**src/rtl/ifft_bfp_scale_ctrl.sv**
```systemverilog
// Block-floating-point shift scheduler: tracks per-frame headroom and issues the next frame's right-shift.
// Optional SCALE_FORCE_EN adds cfg_force/cfg_shift to override the computed shift.
//
// state   | meaning
// S_IDLE  | no frame in progress, waiting for sample 0
// S_ACCUM | collecting samples, tracking minimum headroom
// S_LATCH | frame complete; shift and exponent update, may accept next sample 0
module ifft_bfp_scale_ctrl #(
   parameter int DATA_WIDTH = 16,
   parameter int NFFT       = 128,
   parameter int GUARD_BITS = 2,
   parameter int EXP_WIDTH  = 8
) (
   input  logic                      clk,
   input  logic                      rst,
   input  logic                      in_valid,
   input  logic [DATA_WIDTH-1:0]     data_in_r,
   input  logic [DATA_WIDTH-1:0]     data_in_i,
   input  logic                      exp_clr,
`ifdef SCALE_FORCE_EN
   input  logic                      cfg_force,
   input  logic [$clog2(NFFT):0]     cfg_shift,
`endif
   output logic [$clog2(NFFT):0]     shift_mag,
   output logic                      shift_valid,
   output logic [EXP_WIDTH-1:0]      block_exp,
   output logic [$clog2(NFFT)-1:0]   frame_cnt_o,
   output logic                      busy
);

   localparam int SW   = $clog2(NFFT) + 1;
   localparam int CW   = $clog2(NFFT);
   localparam int HW   = $clog2(DATA_WIDTH);
   localparam int SMAX = (1 << SW) - 1;
   localparam int SUMW = ((EXP_WIDTH > SW) ? EXP_WIDTH : SW) + 1;
   localparam logic [HW-1:0]        HR_MAX  = HW'(DATA_WIDTH - 1);
   localparam logic [EXP_WIDTH-1:0] EXP_MAX = '1;
   localparam logic [CW-1:0]        CNT_END = CW'(NFFT - 1);

   typedef enum logic [1:0] {S_IDLE, S_ACCUM, S_LATCH} state_t;

   state_t               state, state_nxt;
   logic [CW-1:0]        cnt, cnt_nxt;
   logic [HW-1:0]        hr_min, hr_min_nxt;
   logic [HW-1:0]        hr_r, hr_i, hr_smp, hr_acc;
   logic [SW-1:0]        shift_nxt, shift_calc, shift_sel;
   logic                 valid_nxt;
   logic [EXP_WIDTH-1:0] exp_nxt, exp_base;
   logic [SUMW-1:0]      exp_sum;
   int                   shift_d;

   // Redundant sign bits: leading bits matching the MSB, excluding the MSB itself.
   function automatic logic [HW-1:0] headroom(input logic [DATA_WIDTH-1:0] x);
      logic [HW-1:0] n;
      logic          run;
      n   = '0;
      run = 1'b1;
      for (int b = DATA_WIDTH - 2; b >= 0; b--) begin
         if (run && (x[b] == x[DATA_WIDTH-1])) n = n + HW'(1);
         else                                  run = 1'b0;
      end
      return n;
   endfunction

   always_comb begin
      hr_r   = headroom(data_in_r);
      hr_i   = headroom(data_in_i);
      hr_smp = (hr_r < hr_i) ? hr_r : hr_i;
      hr_acc = (hr_smp < hr_min) ? hr_smp : hr_min;
   end

   always_comb begin
      shift_d = 0;
      if (int'(hr_min) < GUARD_BITS) shift_d = GUARD_BITS - int'(hr_min);
      if (shift_d > SMAX)            shift_d = SMAX;
      shift_calc = SW'(shift_d);
`ifdef SCALE_FORCE_EN
      shift_sel = cfg_force ? cfg_shift : shift_calc;
`else
      shift_sel = shift_calc;
`endif
   end

   // Clear takes effect before the LATCH add, so a coincident clear leaves only the new shift.
   always_comb begin
      exp_base = exp_clr ? '0 : block_exp;
      exp_sum  = SUMW'(exp_base) + SUMW'(shift_sel);
   end

   always_comb begin
      state_nxt  = state;
      cnt_nxt    = cnt;
      hr_min_nxt = hr_min;
      shift_nxt  = shift_mag;
      valid_nxt  = 1'b0;
      exp_nxt    = exp_base;
      case (state)
         S_IDLE: begin
            if (in_valid) begin
               state_nxt  = S_ACCUM;
               cnt_nxt    = CW'(1);
               hr_min_nxt = hr_smp;
            end
         end
         S_ACCUM: begin
            if (in_valid) begin
               hr_min_nxt = hr_acc;
               if (cnt == CNT_END) begin
                  cnt_nxt   = '0;
                  state_nxt = S_LATCH;
               end else begin
                  cnt_nxt = cnt + CW'(1);
               end
            end
         end
         S_LATCH: begin
            shift_nxt = shift_sel;
            valid_nxt = 1'b1;
            exp_nxt   = (exp_sum > SUMW'(EXP_MAX)) ? EXP_MAX : EXP_WIDTH'(exp_sum);
            if (in_valid) begin
               hr_min_nxt = hr_smp;
               cnt_nxt    = CW'(1);
               state_nxt  = S_ACCUM;
            end else begin
               hr_min_nxt = HR_MAX;
               state_nxt  = S_IDLE;
            end
         end
         default: begin
            state_nxt  = S_IDLE;
            cnt_nxt    = '0;
            hr_min_nxt = HR_MAX;
         end
      endcase
   end

   always_ff @(posedge clk or posedge rst) begin
      if (rst) begin
         state       <= S_IDLE;
         cnt         <= '0;
         hr_min      <= HR_MAX;
         shift_mag   <= '0;
         shift_valid <= 1'b0;
         block_exp   <= '0;
      end else begin
         state       <= state_nxt;
         cnt         <= cnt_nxt;
         hr_min      <= hr_min_nxt;
         shift_mag   <= shift_nxt;
         shift_valid <= valid_nxt;
         block_exp   <= exp_nxt;
      end
   end

   assign frame_cnt_o = cnt;
   assign busy        = (cnt != '0);

endmodule

```
**config.mk**
```make
export PLATFORM = sky130hd
export DESIGN_NAME = ifft_bfp_scale_ctrl
export DESIGN_NICKNAME = d
export VERILOG_FILES = /design/src/rtl/ifft_bfp_scale_ctrl.sv
export SDC_FILE = /design/constraint.sdc
export NUM_CORES = 1
export LEC_CHECK = 0
export ABC_AREA = 1
export CAP_MARGIN = 5
export CORE_AREA = 3 3 123 125
export CTS_CLUSTER_DIAMETER = 60
export DETAILED_ROUTE_END_ITERATION = 12
export DIE_AREA = 0 0 126 128
export PLACE_DENSITY = 0.57
export SYNTH_ARGS = -nofsm -noshare
export SYNTH_HDL_FRONTEND = slang
export SYNTH_SLANG_ARGS = --single-unit
```
**constraint.sdc**
```tcl
create_clock -name clk -period 4.15 [get_ports clk]
set_clock_uncertainty 0.05 [all_clocks]
set_input_delay 0.83 -clock clk [delete_from_list [all_inputs] [get_ports clk]]
set_output_delay 0.83 -clock clk [all_outputs]
set_load 0.02 [all_outputs]
```
Word-level counts from Yosys, hierarchy flattened
Cells that the tools add are included.

Register bits after elaboration: 30. Input port bits: 36. Output and inout port bits: 25. Word-level logic and storage cells: 193.

Add/sub/neg operators: 31. Order comparisons: 5. Equal/unequal tests: 38. Muxes and demuxes: 79. Reduce and logical (&&, ||, !) cells: 34.

Operators with widths (number): 2-to-1 mux 4 bit (32); adder 4 x 1 -> 4 bit (second input constant) (27); greater-than comparator 32 x 9 -> 1 bit (second input constant) (1); 2-to-1 mux 1 bit (32); 2-to-1 mux 32 bit (1); 2-to-1 mux 8 bit (4); == test 1 bit (30); logical AND 1 bit (28); 2-to-1 mux 7 bit (3); case mux 7 bit (2 select lines) (1); case mux 4 bit (3 select lines) (1); adder 8 x 8 -> 9 bit (1); greater-than comparator 9 x 8 -> 1 bit (second input constant) (1); < comparator 4 bit (2); 2-to-1 mux 2 bit (4); != test 2 bit (second input constant) (4); adder 7 x 1 -> 7 bit (second input constant) (1); == test 7 bit (second input constant) (1); nonzero test 7 bit (1); case mux 2 bit (3 select lines) (1); AND reduction 3 bit (2); subtractor 2 x 4 -> 5 bit (first input constant) (1); < comparator 4 x 2 -> 1 bit (second input constant) (1); adder 1 x 1 -> 2 bit (second input constant) (1); 6 further kinds (6).

Logic depth before layout (Yosys ltp)
Gate-level depths: netlist of the first run.

Depth in word-level cells: 36. Mapped depth: 59. Mapped depth without buffers: 58.

Worst setup path after synthesis of the first run
OpenSTA, ideal clock, no wires.

Kind: input to register. Start: in data_in_r[15]. End: reg hr_min[1]. Library setup time: 0.076 ns. Arrival: 6.851 ns. Data required time: 4.024 ns. Slack: -2.827 ns. Stages on the path: 51. Buffers on the path: 2. Cells stage by stage: buf_4 buf_4 nand2_1 nand2_1 a21oi_2 ha_1 o21a_1 ha_1 nand4_1 nand2_1 a21oi_1 ha_1 nor2_1 nor3_1 nor2_2 ha_1 nand2_1 o21ai_1 (+15 left out) inv_1 ha_1 inv_1 nor2_1 nand2_2 nand2_2 inv_1 nand2_1 nand2_1 ha_1 nand2_1 nand2_1 nand2_1 nand2_2 nand2_4 nand2_4 nand2_1 nand2_1.

Word-level cells in the longest chain between the ends: 35.

Ends and longest elaborated chain: from (decl) (line 17) `input logic [DATA_WIDTH-1:0] data_in_r,`; == test 1 bit (line 59) `if (run && (x[b] == x[DATA_WIDTH-1])) n = n + HW'(1);`; 2-to-1 mux 1 bit (line 59); adder 1 x 1 -> 2 bit or logical AND 1 bit (tied branches) (line 59); 2-to-1 mux 2 bit or 2-to-1 mux 1 bit (tied branches) (line 59); adder 4 x 1 -> 4 bit or logical AND 1 bit (tied branches) (line 59); 2-to-1 mux 4 bit or 2-to-1 mux 1 bit (tied branches) (line 59); adder 4 x 1 -> 4 bit or logical AND 1 bit (tied branches) (line 59); 2-to-1 mux 4 bit or 2-to-1 mux 1 bit (tied branches) (line 59); (+19 left out); 2-to-1 mux 4 bit or 2-to-1 mux 1 bit (tied branches) (line 59); adder 4 x 1 -> 4 bit or logical AND 1 bit (tied branches) (line 59); 2-to-1 mux 4 bit * (line 59); < comparator 4 bit (line 68) `hr_smp = (hr_r < hr_i) ? hr_r : hr_i;`; 2-to-1 mux 4 bit * (line 68); < comparator 4 bit or 2-to-1 mux 4 bit (tied branches) (line 69) `hr_acc = (hr_smp < hr_min) ? hr_smp : hr_min;`; != test 2 bit (no line) or 2-to-1 mux 4 bit (tied branches); AND reduction 3 bit (no line) or case mux 4 bit (3 select lines) (tied branches); to (signal assigned) (line 148) `hr_min <= hr_min_nxt;`; to (decl) (line 44) `logic [HW-1:0] hr_min, hr_min_nxt;`.

Mark *: on every way between the ends. The rest lies on a longest branch, timed or not. The select of a mux whose other input is x is not followed. A chain may end at the register's enable or synchronous reset.

Final worst setup path of the first run
Start: in data_in_i[15]. End: reg hr_min[2].

Word-level cells in the longest chain between the ends: 35.

Ends and longest elaborated chain: from (decl) (line 18) `input logic [DATA_WIDTH-1:0] data_in_i,`; == test 1 bit (line 59); 2-to-1 mux 1 bit (line 59); adder 4 x 1 -> 4 bit or logical AND 1 bit (tied branches) (line 59); 2-to-1 mux 4 bit or 2-to-1 mux 1 bit (tied branches) (line 59); adder 4 x 1 -> 4 bit or logical AND 1 bit (tied branches) (line 59); 2-to-1 mux 4 bit or 2-to-1 mux 1 bit (tied branches) (line 59); adder 4 x 1 -> 4 bit or logical AND 1 bit (tied branches) (line 59); 2-to-1 mux 4 bit or 2-to-1 mux 1 bit (tied branches) (line 59); (+19 left out); 2-to-1 mux 4 bit or 2-to-1 mux 1 bit (tied branches) (line 59); adder 4 x 1 -> 4 bit or logical AND 1 bit (tied branches) (line 59); 2-to-1 mux 4 bit * (line 59); < comparator 4 bit (line 68); 2-to-1 mux 4 bit * (line 68); < comparator 4 bit or 2-to-1 mux 4 bit (tied branches) (line 69); != test 2 bit (no line) or 2-to-1 mux 4 bit (tied branches); AND reduction 3 bit (no line) or case mux 4 bit (3 select lines) (tied branches).

Marked as above.

==> impl_metrics.csv, run 1 <==
group,metric,value,unit
status,status,"complete, but fails checks",
status,violations,"negative setup slack",
logic_synthesis,syn_area,4240,um2
floorplan,start_util,30.3,%
setup_path,max_stage_delay,290,ps
layout,antenna_cells,0,
placement,dp.cells,1019,
sta,rsz0062_at_grt,"true",
hold_path,min_from,"hr_min[3]$_DFFE_PP1P_",
logic_synthesis,ys.flop_type,"dfrtp_1",
global_routing,grt_pass1_wl,17400,um
hold_path,min_to,"hr_min[3]$_DFFE_PP1P_",
routing,drt-total-wl,9900,um
pwr,p_total,1.94,mW
layout,final_area,6600,um2
setup_path,critPathLaunchType,"input port",
global_routing,grt_max_degree,28,
sta,worst_pin_slew,1020,ps
sta,max_freq,147,MHz
placement,gp_congestion,0.818,
logic_synthesis,ys_ff_latch,27,
layout,final_layout_size_suffix_gt1_share,35.5,%
placement,dpl.hpwl,8040,um
setup_path,worstPathArrival,6930,ps
global_routing,grt-ovfl-total,0,
layout,syn_to_final_growth,55.5,%
sta,min_period,6790,ps
pwr,intPower,1.09,mW
floorplan,std_cell_rows,43,
layout,multi_input_area,3340,um2
sta,min_period_over_period,164,%
global_routing,track_usage,12.1,%
routing,via_per_inst,4.25,
floorplan,io_pins,61,
job,cap_violations,0,
logic_synthesis,synth-edff-count,0,
setup_path,critPathRequiredTime,4290,ps
pwr,leakagePower,3.60,nW
pwr,netSwitchingPower,0.850,mW
layout,nNetsFinal,949,
hold_path,whs_path_depth,2,
layout,instances_no_fill,1048,
pwr,p_sw_share,43.8,%
hold_path,hp-class,"flip-flop to flip-flop",
logic_synthesis,yosysUniqueCellTypes,51,
setup_path,reg2reg_to,"block_exp[0]$_DFF_PP0_",
clock_network,cts_max_level,1,
placement,place_area,6010,um2
pwr,ir_worst_vdd,0.000211,V
clock_network,cts_tree,"built",
clock_network,cts-root-buf,"clkbuf_16",
setup_path,criticalPathCategory,"input port to flip-flop",
routing,drt_iter0_markers,136,
setup_path,critPathMaxFanout,7,
logic_synthesis,syn_inst,658,
pwr,clkPwrFrac,11.2,%
placement,dp_slack,-3490,ps
setup_path,ff2ff_setup_slack,1160,ps
routing,vias,4455,
placement,portBuffers,60,
setup_path,crit_path_end_kind,"flip-flop",
clock_network,cts_buffers,3,
floorplan,die_w,126,um
setup_path,crit_path_top_delay_cell,"ha_1",
pwr,combPwrFrac,66.6,%
global_routing,first_global_vias,4261,
routing,wl_per_cell,9.45,um
clock_network,clkSinkCount,27,
clock_network,clk_pin_slew,60,ps
sta,fin_ws,-2640,ps
sta,whs,414,ps
setup_path,rr_worst_depth,17,
setup_path,regToRegStartpoint,"hr_min[0]$_DFFE_PP1P_",
clock_network,clk_latency,260,ps
routing,detail-route-antenna-nets,0,
layout,seqCellArea,681,um2
sta,fin_setup_tns,-10530,ps
sta,hold_viol,0,
logic_synthesis,seq_area_frac_synth,16.0,%
logic_synthesis,yosys_warnings,0,
floorplan,die_height,128,um
pwr,seq_power_share,22.2,%
layout,fin_util,47.2,%
clock_network,cts_buffer_depth,2,
floorplan,die-area,16100,um2
pwr,powerDensity,294,nW/um2
logic_synthesis,synth_nets,738,
logic_synthesis,async_flop_share,100,%
floorplan,core,14000,um2
routing,post-route-drc-count,0,
sta,setup_violations,4,
logic_synthesis,synth_area_per_cell,6.45,um2
sta,report.final.slew_viol_count,0,
global_routing,antenna_found_initial,0,
layout,fillerInstances,1399,
routing,first_pass_iters,4,
sta,slew_headroom,31.8,%
## layout make-up
cell class / count / area share [%]
Clock buffer: 3 / 1.14
Timing Repair Buffer: 214 / 26.6
Inverter: 128 / 7.76
Tap cell: 180 / 3.41
Sequential cell: 27 / 10.3
Clock inverter: 1 / 0.0759
Multi-Input combinational cell: 495 / 50.7
## registers in the layout, indices dropped and copies added, names as in the netlist
| register | count |
|---|---|
| shift_mag | 5 |
| block_exp | 8 |
| hr_min | 4 |
| shift_valid | 1 |
| state | 2 |
| frame_cnt_o | 7 |
## critical path, delay by kind of cell
kind                       cells  cell delay [ps]
buffers and inverters          8              420
AOI/OAI and AO/OA              4              620
and+or+nand+nor               31             2600
xor gates and xnor gates       2              270
adders and majority gates      9             2190
## cells in the final DEF, fill, tap and decap left out, types with 4 or more instances in the layout
cell type / netlist / final
o21ai_1: 9 / 4
inv_2: 3 / 9
ha_1: 43 / 34
nand3_1: 39 / 34
nand4_1: 4 / 4
nand2_2: 26 / 40
o21a_1: 4 / 4
o21ai_2: 6 / 12
nor3_1: 8 / 7
buf_4: 5 / 156
o21ai_0: 15 / 14
nand3b_1: 4 / 4
nor2_1: 66 / 52
dfrtp_1: 23 / 23
clkdlybuf4s50_1: 0 / 50
nand2_4: 10 / 15
dfstp_2: 4 / 4
ha_4: 0 / 8
xnor2_1: 13 / 12
a21oi_1: 19 / 18
nand2_1: 165 / 146
inv_1: 117 / 109
nor2_4: 1 / 6
inv_4: 4 / 6
xor2_1: 20 / 18
nor2_2: 2 / 11
nand3_2: 1 / 5
## cell usage after synthesis, types with 2 or more instances
| library cell | number | area (um2) |
|---|---|---|
| a21oi_1 | 19 | 95.1 |
| a21oi_2 | 2 | 17.5 |
| a22oi_1 | 3 | 22.5 |
| a31oi_1 | 2 | 12.5 |
| and2_1 | 2 | 12.5 |
| buf_4 | 5 | 37.5 |
| buf_6 | 2 | 22.5 |
| clkinv_4 | 3 | 26.3 |
| dfrtp_1 | 23 | 576 |
| dfstp_2 | 4 | 105 |
| ha_1 | 43 | 538 |
| inv_1 | 117 | 439 |
| inv_2 | 3 | 11.3 |
| inv_4 | 4 | 25.0 |
| nand2_1 | 165 | 619 |
| nand2_2 | 26 | 163 |
| nand2_4 | 10 | 113 |
| nand2_8 | 2 | 40.0 |
| nand3_1 | 39 | 195 |
| nand3b_1 | 4 | 30.0 |
| nand4_1 | 4 | 25.0 |
| nor2_1 | 66 | 248 |
| nor2_2 | 2 | 12.5 |
| nor2_8 | 3 | 60.1 |
| nor3_1 | 8 | 40.0 |
| o211ai_1 | 3 | 22.5 |
| o21a_1 | 4 | 30.0 |
| o21ai_0 | 15 | 75.1 |
| o21ai_1 | 9 | 45.0 |
| o21ai_2 | 6 | 52.6 |
| o21bai_1 | 3 | 22.5 |
| o22ai_1 | 3 | 18.8 |
| or2_1 | 3 | 18.8 |
| or2_2 | 3 | 18.8 |
| xnor2_1 | 13 | 114 |
| xor2_1 | 20 | 175 |
## repair_timing
action,in CTS,in global routing
pin swaps,44,63
hold buffers,0,0
endpoints found under the setup margin,4,4
resized for setup,50,75
setup buffers,17,9
## power by group through the flow
stage / clock network, mW / registers (mW) / logic [mW]
3_5_place_dp: 0 / 0.436 / 1.20
2_1_floorplan: 0 / 0.505 / 0.690
4_1_cts: 0.225 / 0.432 / 1.24
6_report: 0.217 / 0.432 / 1.29
5_1_grt: 0.235 / 0.448 / 1.46
3_3_place_gp: 0 / 0.434 / 1.19
## worst max path at each step
stage	slack [ps]	endpoint	from	cells after the start
floorplan	-2530	hr_min[1]$_DFFE_PP1P_	data_in_i[15]	53
global route	-3040	hr_min[3]$_DFFE_PP1P_	data_in_i[15]	57
global placement	-3450	hr_min[2]$_DFFE_PP1P_	data_in_i[15]	53
finish	-2640	hr_min[2]$_DFFE_PP1P_	data_in_i[15]	54
CTS	-2800	hr_min[3]$_DFFE_PP1P_	data_in_i[15]	55
detailed placement	-3490	hr_min[3]$_DFFE_PP1P_	data_in_i[15]	57
## cell families (layout without fill, tap and decap cells)
kind of cell	Yosys count	count (layout)	synth area share, %
and+or+nand+nor	342	342	38.8
buffers and inverters	136	346	13.4
AOI/OAI and AO/OA	73	73	10.6
adders and majority gates	44	44	13.2
xor gates and xnor gates	35	35	7.84
DFF	27	27	16.0
other	1	1	0.0884
## layer usage
metal	vias to the layer above	GRT usage, %	part of all wire, %
met2	38	23.3	54
met4	0	0.631	0.54
met1	1931	15.1	44
li1	2480	-	-
met3	6	1.25	1.7
met5	-	0	0
(Power assumes the default switching activity.)
==> inputs of run 2 (changes only) <==
Settings changed: CORE_AREA 3 3 123 125 to 2 2 122 124, DIE_AREA 0 0 126 128 to 0 0 124 126.
==> impl_metrics.csv, run 2 (synthesis gave the netlist of run 1 again) <==
group,metric,value,unit
setup_path,startpoint,"data_in_i[15]",
routing,vias,4480,
routing,drt_iter0_markers,144,
floorplan,io_pins,61,
floorplan,die-area,15600,um2
global_routing,antenna_found_initial,0,
floorplan,core,14300,um2
routing,wl_per_cell,9.14,um
routing,detail-route-antenna-nets,0,
layout,fillerInstances,1465,
sta,min_period_over_period,164,%
global_routing,grt_pass1_wl,17100,um
floorplan,std_cell_rows,44,
clock_network,cts-root-buf,"clkbuf_16",
setup_path,worstPathArrival,6950,ps
pwr,p_total,1.94,mW
setup_path,critPathRequiredTime,4300,ps
layout,syn_to_final_growth,56.3,%
placement,portBuffers,60,
clock_network,cts_hold_buf,0,
setup_path,cp_common_cell,"nand2_1",
routing,wl_met3,131,um
hold_path,min_from,"hr_min[3]$_DFFE_PP1P_",
routing,post-route-drc-count,0,
floorplan,start_util,29.6,%
layout,regMostFlops,"block_exp",
global_routing,grt_max_degree,28,
clock_network,clkSinkCount,27,
placement,dpl.hpwl,7790,um
pwr,leakagePower,3.61,nW
layout,layout_common_cells,"buf_4, nand2_1, inv_1",
sta,rsz0062_at_grt,"true",
routing,topRoutingLayerUsed,"met4",
layout,final_layout_size_suffix_gt1_share,34.6,%
sta,fin_ws,-2650,ps
setup_path,max_stage_delay,290,ps
setup_path,regToRegStartpoint,"hr_min[0]$_DFFE_PP1P_",
routing,first_pass_iters,4,
floorplan,die_w,124,um
sta,setup_violations,4,
routing,drt-met1-wl,4530,um
clock_network,cts_tree,"built",
sta,hold_viol,0,
layout,layout_commonest_cell,"buf_4",
routing,drt-total-wl,9660,um
setup_path,crit_path_end_kind,"flip-flop",
hold_path,hp-class,"flip-flop to flip-flop",
layout,nNetsFinal,954,
layout,instances_no_fill,1057,
hold_path,min_to,"hr_min[3]$_DFFE_PP1P_",
floorplan,die_height,126,um
placement,gp_congestion,0.801,
clock_network,cts_max_level,1,
setup_path,reg2reg_to,"block_exp[5]$_DFF_PP0_",
pwr,ir_worst_vdd,0.000203,V
sta,slew_headroom,32.1,%
global_routing,grt-ovfl-total,0,
setup_path,rr_worst_depth,17,
sta,report.final.slew_viol_count,0,
global_routing,track_usage,12.7,%
setup_path,ff2ff_setup_slack,1140,ps
setup_path,crit_path_top_delay_cell,"ha_4",
setup_path,criticalPathCategory,"input port to flip-flop",
layout,antenna_cells,0,
status,status,"complete, but fails checks",
status,violations,"negative setup slack",
routing,via_per_inst,4.24,
hold_path,whs_path_depth,2,
clock_network,clk_latency,260,ps
clock_network,clk_pin_slew,60,ps
routing,dr_wl_met2,4950,um
placement,dp.cells,1023,
clock_network,cts_buffer_depth,2,
setup_path,critPathMaxFanout,8,
placement,place_area,6010,um2
pwr,powerDensity,293,nW/um2
clock_network,cts_buffers,3,
setup_path,critPathLaunchType,"input port",
layout,largest_reg_flops,8,
layout,final_area,6630,um2
job,cap_violations,0,
global_routing,first_global_vias,4330,
sta,min_period,6800,ps
sta,worst_pin_slew,1020,ps
sta,max_freq,147,MHz
-- run 2: changes by cell type in the layout (fill, tap and decap cells not counted), moves of 2 or more --
cell and delta:
nor2_2 -4, inv_2 -3, nor2_1 +3, buf_2 +2
inv_1 +2
-- run 2: how the worst max path moves through the flow --
stage,slack (ps),depth (start not counted),end
finish,-2650,51,hr_min[1]$_DFFE_PP1P_
global route,-3180,55,hr_min[3]$_DFFE_PP1P_
CTS,-2770,54,hr_min[0]$_DFFE_PP1P_
detailed placement,-3510,54,hr_min[2]$_DFFE_PP1P_
global placement,-3400,51,hr_min[2]$_DFFE_PP1P_
floorplan,-2530,53,hr_min[1]$_DFFE_PP1P_
-- run 2: layout make-up --
cell class | instances | area, um2 | share of cell area, %
multi-input cells | 495 | 3340 | 50.3
repair buffers | 219 | 1790 | 27.0
flip-flops and latches | 27 | 681 | 10.3
inverters | 128 | 514 | 7.75
well taps | 184 | 230 | 3.47
clock buffers | 4 | 78.8 | 1.19
-- run 2: through the flow --
stage	hold slack, ps	utilization (%)	setup TNS [ps]	setup WS (ps)
6_report	401	46.3	-10500	-2650
3_3_place_gp	401	42.0	-13580	-3400
5_1_grt	429	46.3	-12660	-3180
2_1_floorplan	392	-	-10130	-2530
4_1_cts	414	44.8	-11080	-2770
3_5_place_dp	404	42.0	-14000	-3510
-- run 2: worst max-delay path: cells and delay by family --
kind,cells,cell delay (ps)
AO/OA/AOI/OAI,5,730
XOR/XNOR,3,470
adder cells (fa/ha/maj),7,1690
buffers and inverters,12,1030
AND/OR/NAND/NOR,24,2180
-- run 2: report_power, final --
part | switching, mW | internal, mW
combinational | 0.701 | 0.596
sequential | 0.0639 | 0.367
clock | 0.0851 | 0.131
total | 0.850 | 1.09
-- run 2: metal layers --
metal  vias up  GRT usage [%]
li1       2480              -
met1      1964           15.7
met2        32           23.9
met3         4           1.22
met4         0           1.65
met5         -              0
-- run 2: repair_timing --
action                                 CTS  global route
pin swaps                               51            63
resized for setup                       51            57
buffers inserted                        30             4
setup endpoints to repair                4             4
endpoints found under the hold margin    0             0
